<file path="config.mk">
export PLATFORM = sky130hd
export DESIGN_NAME = cnn_window_serializer
export DESIGN_NICKNAME = d
export VERILOG_FILES = /design/src/rtl/cnn_window_serializer.sv
export SDC_FILE = /design/constraint.sdc
export NUM_CORES = 1
export LEC_CHECK = 0
export CORE_MARGIN = 5
export CORE_UTILIZATION = 35
export CTS_BUF_LIST = sky130_fd_sc_hd__clkbuf_16
export CTS_CLUSTER_DIAMETER = 50
export DETAILED_ROUTE_END_ITERATION = 16
export PLACE_DENSITY = 0.69
export SLEW_MARGIN = 40
export SYNTH_ARGS = -nofsm -noshare
export SYNTH_HDL_FRONTEND = slang
export SYNTH_SLANG_ARGS = --single-unit
</file>
<file path="constraint.sdc">
create_clock -name clk -period 3.6 [get_ports clk]
set_input_delay 0.54 -clock clk [delete_from_list [all_inputs] [get_ports clk]]
set_output_delay 0.54 -clock clk [all_outputs]
set_load 0.02 [all_outputs]
</file>
<file path="src/rtl/cnn_window_serializer.sv">
// Purpose : takes one KxK multi-channel window per input beat, drops edge-fill and
//           off-stride windows, and emits each kept window as K*K single-pixel taps.
// Latency : first tap is valid the cycle after the kept-window handshake; back-to-back windows have no bubble.
// Backpr. : s_tready is high in IDLE, or on a last-tap handshake; taps are held stable while m_tready is low.
//
// Ports:
//   clk, rst_n          clock, async active-low reset
//   s_tdata/tvalid/tready  one full window [row][col][pixel] per beat, padded-raster order
//   m_tdata/tvalid/tready  one pixel (all channels) per beat, row-major inside the window
//   m_tlast             last tap of a window
//   m_tuser             first tap of output (0,0) of a frame
//   frame_done          1-cycle pulse after the last tap of output (OW-1,OH-1) is accepted
module cnn_window_serializer #(
    parameter int PIXEL_WIDTH  = 8,
    parameter int IN_CHANNELS  = 3,
    parameter int IMAGE_WIDTH  = 224,
    parameter int IMAGE_HEIGHT = 224,
    parameter int WINDOW_ROWS  = 3,
    parameter int WINDOW_COLS  = 3,
    parameter int STRIDE       = 1,
    parameter int PADDING      = 1,
    parameter int DILATION     = 1
) (
    input  logic clk,
    input  logic rst_n,
    input  logic [WINDOW_ROWS-1:0][WINDOW_COLS-1:0][PIXEL_WIDTH*IN_CHANNELS-1:0] s_tdata,
    input  logic s_tvalid,
    output logic s_tready,
    output logic [PIXEL_WIDTH*IN_CHANNELS-1:0] m_tdata,
    output logic m_tvalid,
    input  logic m_tready,
    output logic m_tlast,
    output logic m_tuser,
    output logic frame_done
);
    localparam int PW       = IMAGE_WIDTH + 2*PADDING;
    localparam int PH       = IMAGE_HEIGHT + 2*PADDING;
    localparam int EC       = 1 + (WINDOW_COLS-1)*DILATION;
    localparam int ER       = 1 + (WINDOW_ROWS-1)*DILATION;
    localparam int OW       = (PW-EC)/STRIDE + 1;
    localparam int OH       = (PH-ER)/STRIDE + 1;
    localparam int LAST_COL = EC-1 + (OW-1)*STRIDE;
    localparam int LAST_ROW = ER-1 + (OH-1)*STRIDE;
    localparam int NTAP     = WINDOW_ROWS*WINDOW_COLS;
    localparam int TW       = (NTAP > 1) ? $clog2(NTAP) : 1;
    localparam int TRW      = (WINDOW_ROWS > 1) ? $clog2(WINDOW_ROWS) : 1;
    localparam int TCW      = (WINDOW_COLS > 1) ? $clog2(WINDOW_COLS) : 1;
    localparam int CW       = $clog2(PW);
    localparam int RW       = $clog2(PH);
    localparam int SPW      = (STRIDE > 1) ? $clog2(STRIDE) : 1;

    typedef enum logic {IDLE, SERIAL} state_t;

    state_t state, state_nxt;

    logic [WINDOW_ROWS-1:0][WINDOW_COLS-1:0][PIXEL_WIDTH*IN_CHANNELS-1:0] win;
    logic [TW-1:0]  tap;
    logic [TRW-1:0] tap_row;
    logic [TCW-1:0] tap_col;
    logic           win_first, win_last;

    logic [CW-1:0]  in_col, nxt_col;
    logic [RW-1:0]  in_row, nxt_row;
    logic [SPW-1:0] col_ph, nxt_col_ph, row_ph, nxt_row_ph;
    logic           col_wrap, row_wrap, keep, is_first, is_last;
    logic           s_hs, m_hs, load, tap_adv;

    // Output side is a pure function of state and the tap pointer.
    assign m_tvalid = (state == SERIAL);
    assign m_tlast  = m_tvalid && (tap == TW'(NTAP-1));
    assign m_tuser  = m_tvalid && (tap == '0) && win_first;
    assign m_tdata  = m_tvalid ? win[tap_row][tap_col] : '0;

    // Accept a new window while the last tap leaves, so kept windows stream without a gap.
    assign s_tready = (state == IDLE) || (m_tlast && m_tready);
    assign s_hs     = s_tvalid && s_tready;
    assign m_hs     = m_tvalid && m_tready;

    // Raster position and stride phase of the window currently offered on s_tdata.
    // Phases restart at the first full-window position so no divider is needed;
    // tail positions past the last stride step land on a non-zero phase.
    always_comb begin
        col_wrap   = (in_col == CW'(PW-1));
        row_wrap   = (in_row == RW'(PH-1));
        nxt_col    = col_wrap ? '0 : in_col + CW'(1);
        nxt_row    = in_row;
        nxt_row_ph = row_ph;
        if (col_wrap) begin
            nxt_row = row_wrap ? '0 : in_row + RW'(1);
            if (nxt_row <= RW'(ER-1))
                nxt_row_ph = '0;
            else
                nxt_row_ph = (row_ph == SPW'(STRIDE-1)) ? '0 : row_ph + SPW'(1);
        end
        if (nxt_col <= CW'(EC-1))
            nxt_col_ph = '0;
        else
            nxt_col_ph = (col_ph == SPW'(STRIDE-1)) ? '0 : col_ph + SPW'(1);
        keep     = (in_col >= CW'(EC-1)) && (in_row >= RW'(ER-1)) &&
                   (col_ph == '0) && (row_ph == '0);
        is_first = (in_col == CW'(EC-1)) && (in_row == RW'(ER-1));
        is_last  = (in_col == CW'(LAST_COL)) && (in_row == RW'(LAST_ROW));
    end

    always_ff @(posedge clk or negedge rst_n) begin
        if (!rst_n) state <= IDLE;
        else        state <= state_nxt;
    end

    always_comb begin
        state_nxt = state;
        load      = 1'b0;
        tap_adv   = 1'b0;
        case (state)
            IDLE: begin
                if (s_hs && keep) begin
                    load      = 1'b1;
                    state_nxt = SERIAL;
                end
            end
            SERIAL: begin
                if (m_hs) begin
                    if (m_tlast) begin
                        if (s_hs && keep) load = 1'b1;
                        else              state_nxt = IDLE;
                    end else begin
                        tap_adv = 1'b1;
                    end
                end
            end
            default: state_nxt = IDLE;
        endcase
    end

    always_ff @(posedge clk or negedge rst_n) begin
        if (!rst_n) begin
            win        <= '0;
            tap        <= '0;
            tap_row    <= '0;
            tap_col    <= '0;
            win_first  <= 1'b0;
            win_last   <= 1'b0;
            in_col     <= '0;
            in_row     <= '0;
            col_ph     <= '0;
            row_ph     <= '0;
            frame_done <= 1'b0;
        end else begin
            frame_done <= m_hs && m_tlast && win_last;
            if (s_hs) begin
                in_col <= nxt_col;
                in_row <= nxt_row;
                col_ph <= nxt_col_ph;
                row_ph <= nxt_row_ph;
            end
            if (load) begin
                win       <= s_tdata;
                tap       <= '0;
                tap_row   <= '0;
                tap_col   <= '0;
                win_first <= is_first;
                win_last  <= is_last;
            end else if (tap_adv) begin
                tap <= tap + TW'(1);
                if (tap_col == TCW'(WINDOW_COLS-1)) begin
                    tap_col <= '0;
                    tap_row <= tap_row + TRW'(1);
                end else begin
                    tap_col <= tap_col + TCW'(1);
                end
            end
        end
    end
endmodule

</file>
==> results of run 1 <==
what timing repair did:
action	4_1_cts	5_1_grt
endpoints found under the hold margin	0	23
setup endpoints to repair	0	0
setup buffers	0	0
hold buffers	0	1
cells by family (layout without fill, tap and decap cells):
| group | Yosys count | in the layout |
|---|---|---|
| buffers and inverters | 71 | 350 |
| adders and majority gates | 8 | 8 |
| and+or+nand+nor | 124 | 124 |
| DFF | 244 | 244 |
| muxes | 316 | 316 |
| xor gates and xnor gates | 10 | 10 |
| AOI/OAI and AO/OA | 98 | 98 |
worst max path at each step:
| stage | depth (start not counted) | from | to | slack, ns |
|---|---|---|---|---|
| after floorplan | 6 | tap_row[0] | m_tdata[10] | 1.17 |
| after global placement | 5 | tap_col[0] | m_tdata[21] | 0.60 |
| after detailed placement | 7 | m_tready | win[83] | 0.58 |
| after CTS | 5 | tap_col[0] | m_tdata[21] | 0.05 |
| after global routing | 5 | tap_col[0] | m_tdata[21] | 0.006 |
| final | 6 | tap_row[1] | m_tdata[9] | 0.16 |
flip-flops by register name (all words and copies together) (netlist names):
| name | flops |
|---|---|
| frame_done | 1 |
| tap | 4 |
| in_col | 8 |
| m_tvalid | 1 |
| tap_col | 2 |
| win_first | 1 |
| win_last | 1 |
| win | 216 |
| tap_row | 2 |
| in_row | 8 |
cells in the final DEF, fill, tap and decap left out, types with 22 or more instances in the layout:
master             n
mux2_2           199
o22ai_1           22
clkbuf_16         37
clkdlybuf4s50_1  247
o22a_1            22
nand2b_1          24
a31oi_1           22
nand2_1           34
mux2i_1           97
dfrtp_1          241
through the flow:
step	setup WS, ns	util (%)	total power [uW]
6_report	0.1620	48.31	13670
2_1_floorplan	1.175	-	8346
3_5_place_dp	0.5788	44.69	10460
4_1_cts	0.05206	48.20	13870
5_1_grt	0.006284	48.31	14470
3_3_place_gp	0.5999	44.69	10330
layout make-up:
class                           instances  area, sq um  area share (%)
Tap cell                              442        553.0           3.518
Timing Repair Buffer                  274         2768           17.61
Inverter                               12        45.04          0.2866
Sequential cell                       244         6112           38.88
Clock buffer                           37        925.9           5.890
Clock inverter                         27        216.5           1.377
Multi-Input combinational cell        556         5099           32.44
routing by layer:
metal,wire (microns),global-route usage (%),vias to the layer above
li1,-,-,3690
met3,2327,5.077,76
met1,13950,22.93,3974
met5,92,0,-
met2,15370,28.08,247
met4,924,5.580,16
critical path: stages, from the launching register on:
cell	delay (ns)
dfrtp_2	0.41
buf_4	0.21
or3_1	0.36
buf_4	0.25
o22a_1	0.26
a31oi_1	0.24
clkdlybuf4s50_1	0.65
power by group:
part / internal [uW] / switching [uW] / total [uW]
registers: 4070 / 860 / 4930
clock network: 2030 / 1300 / 3340
logic: 2940 / 2460 / 5400
total: 9040 / 4630 / 13700
==> impl_metrics.yaml, run 1 <==
grt:
  overflow: 0
  grt_max_degree: 96
  grt_pass1_vias: 8612
  antenna_found_initial: 8
  grt_pass1_wl_microns: 49740
  grt_usage_pct: 17.50
logic_synthesis:
  synth-seq-cells: 244
  syn_area_sq_um: 11540
  synth_largest_area_cell: "dfrtp_1"
  synth.top_cell.area_share_pct: 52.92
  synth_compound_area_share_pct: 6.051
  synthCells: 871
  yosys-mux-area-fraction_pct: 30.44
  synth_most_common_cell: "dfrtp_1"
  ys_seq_area_share_pct: 52.92
  synthArstFlopShare_pct: 100.0
  synth.net_count: 1099
  ys.flop_type: "dfrtp_1"
  synth_top_family_by_area: "multiplexers"
  avgSynthCellArea_sq_um: 13.25
  synth_fa_ha_area_share_pct: 0.8676
  synth-edff-count: 0
  synthSimpleGateAreaFrac_pct: 5.921
  synthXorXnorAreaFrac_pct: 0.7591
  ys_top_cells_by_area: "dfrtp_1 (53%), mux2_2 (19%), mux2i_1 (8.4%)"
  synthTopCellsByCount: "dfrtp_1 (244), mux2_2 (199), mux2i_1 (97)"
  ys_warn_count: 0
  synth.distinct_cells: 54
final_layout:
  fillerInstances: 2920
  final-instance-count-excl-fill: 1592
  final_cell_area_sq_um: 15720
  layout-drive-gt1-share_pct: 26.87
  antennaDiodeCount: 0
  area_growth_pct: 36.24
  final_nets: 1352
die:
  core_sq_um: 32540
  die_area_sq_um: 36700
  io_pins: 249
  die_x_microns: 191.6
  num_rows: 66
  start_util_pct: 35.46
  die_h_microns: 191.6
critical_path:
  r2r-start: "tap[0]"
  cp-start-kind: "flop"
  reg2reg_depth: 8
  critical_path_class: "flop to output pin"
  required_ns: 3.06
  end_kind: "output pin"
  cp.arrival_ns: 2.90
  reg2reg_to: "win[84]"
  path_max_fanout: 23
  ff2ff_setup_slack_ns: 0.95
placement:
  hpwlAfterDp_microns: 23730
  place_area_sq_um: 14540
  place_inst: 1526
  io_buffer_count: 248
  gp_congestion: 0.8081
pwr:
  p_leak_uw: 0.006423
  powerDensity_nw_per_um2: 869.5
  ir_drop_mv: 0.5579
cts:
  htree_levels: 2
  path_clk_slew_ns: 0.06
  clk_latency_ns: 0.52
  cts_resized: 0
  clkSinkCount: 244
  cts_buffer_depth: 3
  cts_root_buf: "clkbuf_16"
  cts_tree: "done"
  cts_buffers: 36
timing:
  tightest_slew_ns: 0.6467
  fin_crit_ns: 3.438
  slew_headroom_pct: 56.28
  fin_crit_sh_pct: 95.50
  setup-tns-final_ns: 0
  worst_clock_skew_ns: 0.02239
  hold_viol_final: 0
  report.final.slew_viol_count: 0
  maxClockFrequency_ghz: 0.2909
  finalSetupViolations: 0
  holdWs_ns: 0.4837
  rsz0062_at_grt: "no"
flow_run:
  cap_violations: 0
routing:
  first_pass_iters: 4
  route.detailed.drc: 0
  antenna_left: 0
  routedWlPerCell_microns: 20.52
  num_vias: 8003
  routed_wl_microns: 32670
  drtIter0Drc: 260
  routed_via_density: 5.027
run_status:
  status: "completed"
min_path:
  hold_path.class: "input pin to async pin"
(Power assumes the default switching activity.)
==> inputs of run 2 (changes only) <==
Settings changed: CAP_MARGIN from default to 30, MAX_ROUTING_LAYER from default to met4.
==> impl_metrics.yaml, run 2 (synthesized netlist as in run 1, its figures left out) <==
die:
  num_rows: 66
  start_util_pct: 35.46
  die_area_sq_um: 36700
  io_pins: 249
  die_h_microns: 191.6
  core_sq_um: 32540
  die_x_microns: 191.6
cts:
  cts_buffer_depth: 3
  cts_resized: 0
  clk_latency_ns: 0.51
  cts_setup_buffers: 0
  clkSinkCount: 244
  path_clk_slew_ns: 0.06
  htree_levels: 2
  ctsHoldBuffers: 0
  cts_tree: "done"
  cts_buffers: 36
  cts_root_buf: "clkbuf_16"
timing:
  report.final.slew_viol_count: 0
  fin_crit_ns: 3.431
  setup-tns-final_ns: 0
  slew_headroom_pct: 56.39
  holdWs_ns: 0.4867
  maxClockFrequency_ghz: 0.2915
  fin_crit_sh_pct: 95.30
  finalSetupViolations: 0
  tightest_slew_ns: 0.6451
  fin_ws_ns: 0.1692
  hold_viol_final: 0
  worst_clock_skew_ns: 0.02217
  rsz0062_at_grt: "no"
critical_path:
  critical_path_class: "flop to output pin"
  path_max_fanout: 23
  cp-start-kind: "flop"
  ff2ff_setup_slack_ns: 0.92
  required_ns: 3.06
  cp.arrival_ns: 2.89
  reg2reg_depth: 8
  end_kind: "output pin"
grt:
  grt_max_degree: 96
  antenna_found_initial: 8
  grt_pass1_vias: 8605
  overflow: 0
  grt_pass1_wl_microns: 49670
  grt_usage_pct: 18.01
final_layout:
  reg_top3: "win (216), in_col (8), in_row (8)"
  layout_common_cells: "clkdlybuf4s50_1 (247), dfrtp_1 (241), mux2_2 (199), mux2i_1 (97), clkbuf_16 (37)"
  largest_register_ffs: 216
  fin_util_pct: 48.37
  final_nets: 1352
  largest_register: "win"
  final_cell_area_sq_um: 15740
  final_common_cell: "clkdlybuf4s50_1"
  fillerInstances: 2914
  area_growth_pct: 36.42
  layout-drive-gt1-share_pct: 26.87
routing:
  routedWlPerCell_microns: 20.33
  drtIter0Drc: 264
  highest_layer: "met4"
  route.met2.wl_microns: 15310
  routed_via_density: 4.949
  routed_wl_microns: 32520
  first_pass_iters: 4
  route.detailed.drc: 0
  wl_met3_microns: 2422
  num_vias: 7919
  antenna_left: 0
  wl_met1_microns: 13930
flow_run:
  cap_violations: 0
pwr:
  powerDensity_nw_per_um2: 867.4
  ir_drop_mv: 0.5570
  p_leak_uw: 0.006423
min_path:
  hold_path.class: "input pin to async pin"
placement:
  gp_congestion: 0.8199
  io_buffer_count: 248
  place_area_sq_um: 14540
  pre_cts_slack_ns: 0.5788
  hpwlAfterDp_microns: 23730
run_status:
  status: "completed"
[run 2: layout make-up]
type | count | area (sq um) | share of cell area [%]
Inverter | 12 | 45.04 | 0.2862
Tap cell | 442 | 553.0 | 3.514
Timing Repair Buffer | 274 | 2768 | 17.58
Sequential cell | 244 | 6112 | 38.83
Antenna cell | 8 | 20.02 | 0.1272
Clock buffer | 37 | 925.9 | 5.883
Clock inverter | 27 | 216.5 | 1.375
Multi-Input combinational cell | 556 | 5099 | 32.40
[run 2: power by group]
part	internal, uW	leakage [uW]	switching (uW)
registers	4070	0.00291	860
clock network	2030	0.000571	1300
logic	2940	0.00294	2450
[run 2: worst paths after layout]
| check | start | end |
|---|---|---|
| min in group clk | win[145] | win[145] |
| worst max-delay path | tap_row[1] | m_tdata[9] |
| worst max register to register | tap[0] | win[84] |
| worst min register to register | win[145] | win[145] |
| max in group asynchronous | rst_n | win[35] |
| worst min-delay path | rst_n | in_col[2] |
[run 2: worst max-delay path, stage by stage, from the launching register on]
cell             delay (ns)
dfrtp_2                0.41
buf_4                  0.20
or3_1                  0.36
buf_4                  0.25
o22a_1                 0.26
a31oi_1                0.24
clkdlybuf4s50_1        0.65
[run 2: routing by layer]
| layer | track usage [%] | up-vias |
|---|---|---|
| met5 | - | - |
| met4 | 5.580 | 0 |
| met3 | 5.058 | 50 |
| met2 | 28.05 | 232 |
| met1 | 22.97 | 3927 |
| li1 | - | 3710 |
[run 2: metrics by stage]
stage	instances	total power, uW
final	1600	13650
after floorplan	871	8346
after CTS	1590	13870
after global placement	1526	10330
after detailed placement	1526	10460
after global routing	1600	14470
